[src/rtl/axi_wmst_pkg.sv]
// Shared types and constants for the AXI4 write-master controller.
// Beats are always 64 bytes, so address/size arithmetic works in beat units.
package axi_wmst_pkg;

  typedef enum logic [2:0] {
    ST_IDLE = 3'd0,
    ST_AW   = 3'd1,
    ST_W    = 3'd2,
    ST_B    = 3'd3,
    ST_DONE = 3'd4
  } wmst_state_e;

  localparam logic [1:0] BURST_INCR     = 2'b01;
  localparam logic [2:0] SIZE_64B       = 3'b110;
  localparam logic [1:0] RESP_OKAY      = 2'b00;
  localparam int         BOUNDARY_BYTES = 4096;
  localparam int         BEAT_SHIFT     = 6;

endpackage

[src/rtl/axi_wmst_burst_calc.sv]
// Burst length for the next AW: the smallest of the beats still owed, the
// configured burst cap, and the beats left before the next 4 KB page.
module axi_wmst_burst_calc
  import axi_wmst_pkg::*;
#(
  parameter int ADDR_W    = 64,
  parameter int MAX_BEATS = 64
) (
  input  logic [5:0]        page_off,
  input  logic [ADDR_W-1:0] beats_left,
  output logic [8:0]        beats
);

  localparam logic [8:0] PAGE_BEATS = 9'(BOUNDARY_BYTES >> BEAT_SHIFT);
  localparam logic [8:0] CAP_BEATS  = 9'(MAX_BEATS);

  logic [8:0] room;
  logic [8:0] lim;

  always_comb begin
    // page_off is cur_addr[11:6]; room is therefore always 1..64
    room  = PAGE_BEATS - {3'b000, page_off};
    lim   = (room < CAP_BEATS) ? room : CAP_BEATS;
    beats = (beats_left < ADDR_W'(lim)) ? beats_left[8:0] : lim;
  end

endmodule

[src/rtl/axi_wmst_ctrl.sv]
// AXI4 write master: splits a byte-addressed request into 4 KB-safe INCR
// bursts, streams W data straight from the flattener, one burst in flight.
module axi_wmst_ctrl
  import axi_wmst_pkg::*;
#(
  parameter int DATA_W    = 512,
  parameter int ADDR_W    = 64,
  parameter int MAX_BEATS = 64
) (
  input  logic                clk,
  input  logic                rst,
  input  logic                req,
  input  logic [ADDR_W-1:0]   addr,
  input  logic [ADDR_W-1:0]   xfer_size,
  output logic                done,
  output logic                busy,
  output logic                err,
  input  logic [DATA_W-1:0]   s_tdata,
  input  logic                s_tvalid,
  output logic                s_tready,
  output logic [ADDR_W-1:0]   m_awaddr,
  output logic [7:0]          m_awlen,
  output logic [2:0]          m_awsize,
  output logic [1:0]          m_awburst,
  output logic                m_awvalid,
  input  logic                m_awready,
  output logic [DATA_W-1:0]   m_wdata,
  output logic [DATA_W/8-1:0] m_wstrb,
  output logic                m_wlast,
  output logic                m_wvalid,
  input  logic                m_wready,
  input  logic [1:0]          m_bresp,
  input  logic                m_bvalid,
  output logic                m_bready,
  output logic [2:0]          dbg_state
);

  // Handshakes: a transfer happens on a rising edge where valid && ready.
  // The controller never drops awvalid before awready; W valid/ready are
  // forwarded between the stream and the W channel only while in ST_W.

  wmst_state_e state, state_nxt;

  logic [ADDR_W-1:0] cur_addr;
  logic [ADDR_W-1:0] beats_left;
  logic [7:0]        awlen_q;
  logic [7:0]        beat_cnt;
  logic              err_q;

  logic [ADDR_W-1:0] burst_beats;
  logic [ADDR_W-1:0] ld_addr;
  logic [ADDR_W-1:0] ld_left;
  logic [8:0]        calc_beats;
  logic [8:0]        calc_len;
  logic              load;
  logic              w_hs;
  logic              wlast_now;
  logic              unused_ok;

  assign burst_beats = ADDR_W'(awlen_q) + ADDR_W'(1);
  assign unused_ok   = ^{addr[5:0], xfer_size[5:0], calc_len[8]};

  // Address/count the next burst will use: the new request from IDLE, or
  // the post-burst values from B. Feeding the calc from here lets m_awlen
  // be registered on the same edge that enters AW.
  always_comb begin
    if (state == ST_IDLE) begin
      ld_addr = {addr[ADDR_W-1:BEAT_SHIFT], 6'b0};
      ld_left = {6'b0, xfer_size[ADDR_W-1:BEAT_SHIFT]};
    end else begin
      ld_addr = cur_addr + (burst_beats << BEAT_SHIFT);
      ld_left = beats_left - burst_beats;
    end
  end

  axi_wmst_burst_calc #(
    .ADDR_W    (ADDR_W),
    .MAX_BEATS (MAX_BEATS)
  ) u_burst_calc (
    .page_off   (ld_addr[11:6]),
    .beats_left (ld_left),
    .beats      (calc_beats)
  );

  assign calc_len  = calc_beats - 9'd1;
  assign load      = ((state == ST_IDLE) && req) || ((state == ST_B) && m_bvalid);
  assign w_hs      = (state == ST_W) && s_tvalid && m_wready;
  assign wlast_now = (beat_cnt == awlen_q);

  always_comb begin
    state_nxt = state;
    case (state)
      ST_IDLE: if (req)                    state_nxt = (ld_left == '0) ? ST_DONE : ST_AW;
      ST_AW:   if (m_awready)              state_nxt = ST_W;
      ST_W:    if (w_hs && wlast_now)      state_nxt = ST_B;
      ST_B:    if (m_bvalid)               state_nxt = (ld_left == '0) ? ST_DONE : ST_AW;
      ST_DONE:                             state_nxt = ST_IDLE;
      default:                             state_nxt = ST_IDLE;
    endcase
  end

  always_ff @(posedge clk or posedge rst) begin
    if (rst) begin
      state      <= ST_IDLE;
      cur_addr   <= '0;
      beats_left <= '0;
      awlen_q    <= '0;
      beat_cnt   <= '0;
      err_q      <= 1'b0;
    end else begin
      state <= state_nxt;
      if (load) begin
        cur_addr   <= ld_addr;
        beats_left <= ld_left;
        if (ld_left != '0) awlen_q <= calc_len[7:0];
      end
      if ((state == ST_IDLE) && req)
        err_q <= 1'b0;
      else if ((state == ST_B) && m_bvalid && (m_bresp != RESP_OKAY))
        err_q <= 1'b1;
      if (state == ST_AW)
        beat_cnt <= '0;
      else if (w_hs)
        beat_cnt <= beat_cnt + 8'd1;
    end
  end

  assign busy      = (state != ST_IDLE);
  assign done      = (state == ST_DONE);
  assign err       = err_q;
  assign dbg_state = state;

  assign m_awaddr  = cur_addr;
  assign m_awlen   = awlen_q;
  assign m_awsize  = SIZE_64B;
  assign m_awburst = BURST_INCR;
  assign m_awvalid = (state == ST_AW);

  assign m_wvalid  = (state == ST_W) && s_tvalid;
  assign s_tready  = (state == ST_W) && m_wready;
  assign m_wdata   = (state == ST_W) ? s_tdata : '0;
  assign m_wstrb   = (state == ST_W) ? '1 : '0;
  assign m_wlast   = (state == ST_W) && wlast_now;
  assign m_bready  = (state == ST_B);

endmodule

[config.mk]
export PLATFORM = sky130hd
export DESIGN_NAME = axi_wmst_ctrl
export DESIGN_NICKNAME = d
export VERILOG_FILES = /design/src/rtl/axi_wmst_pkg.sv /design/src/rtl/axi_wmst_burst_calc.sv /design/src/rtl/axi_wmst_ctrl.sv
export SDC_FILE = /design/constraint.sdc
export NUM_CORES = 1
export LEC_CHECK = 0
export BUFFER_PORTS_ARGS = -buffer_cell sky130_fd_sc_hd__buf_4
export CAP_MARGIN = 10
export CORE_AREA = 2 2 510 512
export DETAILED_ROUTE_END_ITERATION = 8
export DIE_AREA = 0 0 512 514
export MAX_ROUTING_LAYER = met4
export PLACE_DENSITY = 0.3
export REMOVE_ABC_BUFFERS = 1
export SLEW_MARGIN = 0
export SYNTH_ARGS = -nofsm -noshare
export SYNTH_HDL_FRONTEND = slang
export SYNTH_SLANG_ARGS = --single-unit
[constraint.sdc]
create_clock -name clk -period 8.9 [get_ports clk]
set_input_delay 1.335 -clock clk [delete_from_list [all_inputs] [get_ports clk]]
set_output_delay 1.335 -clock clk [all_outputs]
set_load 0.05 [all_outputs]
==> results.py <==
metrics = {
    "cells_and_area": {
        "layoutNonFillerInstCount": 6756,
        "nNetsFinal": 3860,
        "n_fill_cell": 30300,
        "drive_above_1_share": 0.434,
        "syn2layout_area_growth_pct": 95.0,
        "utilization": 0.112,
    },
    "placement": {
        "dpl.hpwl_um": 274000,
        "numPlacedInstances": 6564,
        "place.gp.congestion": 0.960,
        "portBuffers": 1289,
        "post-place-ws_ns": 1.43,
    },
    "floorplan": {
        "floorplan.initialDensity": 0.0574,
        "rows": 187,
        "fp.coreArea_mm2": 0.258,
        "chipWidth_um": 512,
        "io_pins": 1313,
        "die_area_mm2": 0.263,
        "die_h_um": 514,
    },
    "grt": {
        "track_usage": 0.222,
        "grt_pass1_vias": 21100,
        "overflow": 0,
        "antenna_found_initial": 341,
        "grt_pass1_wl_um": 340000,
        "grt_start_max_net_pins": 206,
    },
    "clock_tree": {
        "clock_sinks": 142,
        "cts_root_buf": "clkbuf_16",
        "cts_tree": "done",
        "htree_levels": 4,
        "postCtsSetupRepairBufs": 0,
        "cts_resized": 0,
        "clkLatencyLatePin_ns": 0.51,
        "holdBufCountCts": 0,
        "clock_path_buffers": 2,
        "clkTransAtPathRegs_ns": 0.08,
        "cts_buffers": 17,
    },
    "sta": {
        "min_period_ns": 7.48,
        "fin_skew_ns": 0.0172,
        "rsz0062_at_grt": "false",
        "fin_ws_ns": 1.42,
        "fmax_ghz": 0.134,
        "setup_viol": 0,
        "relSlewSlack": 0.296,
        "fin_setup_tns_ns": 0,
        "final.period_utilization": 0.840,
        "drv_slew": 0,
        "finalHoldViolations": 0,
        "tightest_slew_ns": 1.05,
    },
    "synth": {
        "synthTopCellsByArea": "dfrtp_1 24%, and2_1 22%, a21oi_1 5.2%",
        "synth-main-ff-cell": "dfrtp_1",
        "synth_top_family_by_area": "simple AND/OR/NAND/NOR gates",
        "synth_seq_area_share": 0.240,
        "synth_compound_area_frac": 0.182,
        "synth_mux_area_frac": 0.0127,
        "yosys.area.top_type": "dfrtp_1",
        "synth-edff-count": 0,
        "synth-simple-area-share": 0.413,
        "synthTopCellsByCount": "520 x and2_1, 155 x a21oi_1, 150 x nand2_1",
        "yosysUniqueCellTypes": 81,
        "yosys_warnings": 0,
        "synthesis.area_mm2": 0.0148,
        "synth_area_per_cell_um2": 7.20,
        "synth-async-reset-ratio": 1.00,
        "postSynthCellCount": 2057,
        "yosysMostFrequentCell": "and2_1",
        "synth_top_area_share": 0.240,
        "synth_fa_ha_area_frac": 0.0264,
        "ys_ff_latch": 142,
        "synth_xor_area_frac": 0.0408,
    },
    "routing": {
        "num_vias": 22000,
        "avgRoutedWirePerCell_um": 43.5,
        "routed_wl_um": 294000,
        "drt_iter0_drc": 1527,
        "antenna_left": 0,
        "route.detailed.drc": 0,
        "firstDrtPassIters": 5,
        "viasPerCell": 3.25,
    },
    "run_status": {
        "status": "completed",
    },
    "power": {
        "irDropWorstVdd_mv": 0.252,
        "p_leak_uw": 0.0125,
        "power_density_mw_per_mm2": 442,
    },
    "worst_setup_path": {
        "required_ns": 9.33,
        "critPathCaptureType": "register",
        "crit_path_start_kind": "register",
        "cp_max_fo": 10,
        "cp.arrival_ns": 7.90,
        "path_class": "register to register",
    },
    "hold_path": {
        "holdCritPathClass": "register to register",
    },
    "job": {
        "cap_violations": 0,
    },
}
-- worst max-delay path, stage by stage, from the launching register on --
cell and delay [ns]:
dfrtp_1 0.53, ha_1 0.24, nand3_1 0.13, nor2_1 0.20, nand3_1 0.28, ha_1 0.34
nor4_1 0.53, nand3_1 0.43, or4_1 0.81, or4_1 0.62, xnor2_1 0.17, a2111o_1 0.41
a2111oi_2 0.63, and4b_1 0.37, and2_4 0.27, mux2i_1 0.27, ha_1 0.30, nand3_1 0.15
nor3_1 0.21, xor2_1 0.20, mux2i_1 0.13, o21ai_0 0.15
-- cell type report --
class / instances / area, um^2 / area share
inverter: 35 / 141 / 0.00490
tap: 3402 / 4260 / 0.147
clock buffer: 20 / 467 / 0.0162
sequential: 142 / 3550 / 0.123
clock inverter: 12 / 97.6 / 0.00338
multi-input combinational: 1670 / 10100 / 0.348
antenna: 160 / 400 / 0.0139
timing repair buffer: 1315 / 9900 / 0.343
-- power breakdown --
| group | switching (uW) | internal, uW | total [uW] |
|---|---|---|---|
| combinational | 7820 | 2790 | 10600 |
| clock | 393 | 385 | 778 |
| sequential | 455 | 931 | 1390 |
-- through the flow --
stage / power, uW / area [um^2] / hold WS [ns]
after floorplan: 5240 / 13700 / 0.470
after global placement: 12200 / 27900 / 0.490
after detailed placement: 12200 / 27900 / 0.506
after CTS: 13000 / 28500 / 0.521
after global routing: 13400 / 28800 / 0.551
final: 12800 / 28900 / 0.523
-- cell families (layout without fill, tap and decap cells) --
group                    count (synthesis)  after routing
AO/OA/AOI/OAI                          446            446
XOR/XNOR                                69             69
adder cells (fa/ha/maj)                 30             30
buffers and inverters                  254           1382
flip-flops                             142            142
multiplexers                            18             18
other                                    2            171
AND/OR/NAND/NOR                       1096           1096
-- metal layers --
layer / up-vias / track usage / wire length [um]
met5: - / - / 0
met1: 10500 / 0.161 / 76600
li1: 9464 / - / -
met4: 0 / 0.111 / 18800
met3: 603 / 0.0938 / 30100
met2: 1400 / 0.446 / 169000
-- registers in the layout, indices dropped and copies added (netlist names) --
register / flops
beats_left: 64
m_awaddr: 58
beat_cnt: 8
m_awlen: 8
dbg_state: 3
err: 1
-- layout by cell type, fill, tap and decap left out, types with 9 or more instances in the layout --
cell       count
buf_4       1313
and2_1       520
diode_2      160
a21oi_1      155
nand2_1      150
nor2_1       145
dfrtp_1      142
o21ai_0      123
nand3_1       59
nor3_1        50
xnor2_1       40
inv_1         33
o22ai_1       31
nor4_1        31
xor2_1        29
ha_1          28
and3_1        24
or3_1         21
a31oi_1       19
or4_1         19
clkbuf_16     17
nand4_1       16
o21a_1        16
mux2i_1       12
conb_1        11
a21o_1        10
nand2b_1      10
o22a_1        10
inv_6          9
o211ai_1       9
-- final timing paths --
| check | from | endpoint | slack (ns) | depth (start not counted) |
|---|---|---|---|---|
| setup / recovery | m_awlen[0] | m_awlen[6] | 1.42 | 21 |
| hold / removal | beats_left[63] | beats_left[63] | 0.52 | 2 |
| setup reg to reg | m_awlen[0] | m_awlen[6] | 1.42 | 21 |
| hold reg to reg | beats_left[63] | beats_left[63] | 0.52 | 2 |
| max in group asynchronous | rst | beats_left[23] | 6.66 | 3 |
| min in group asynchronous | rst | m_awaddr[23] | 0.86 | 2 |
Power figures use the tool's default switching activity.
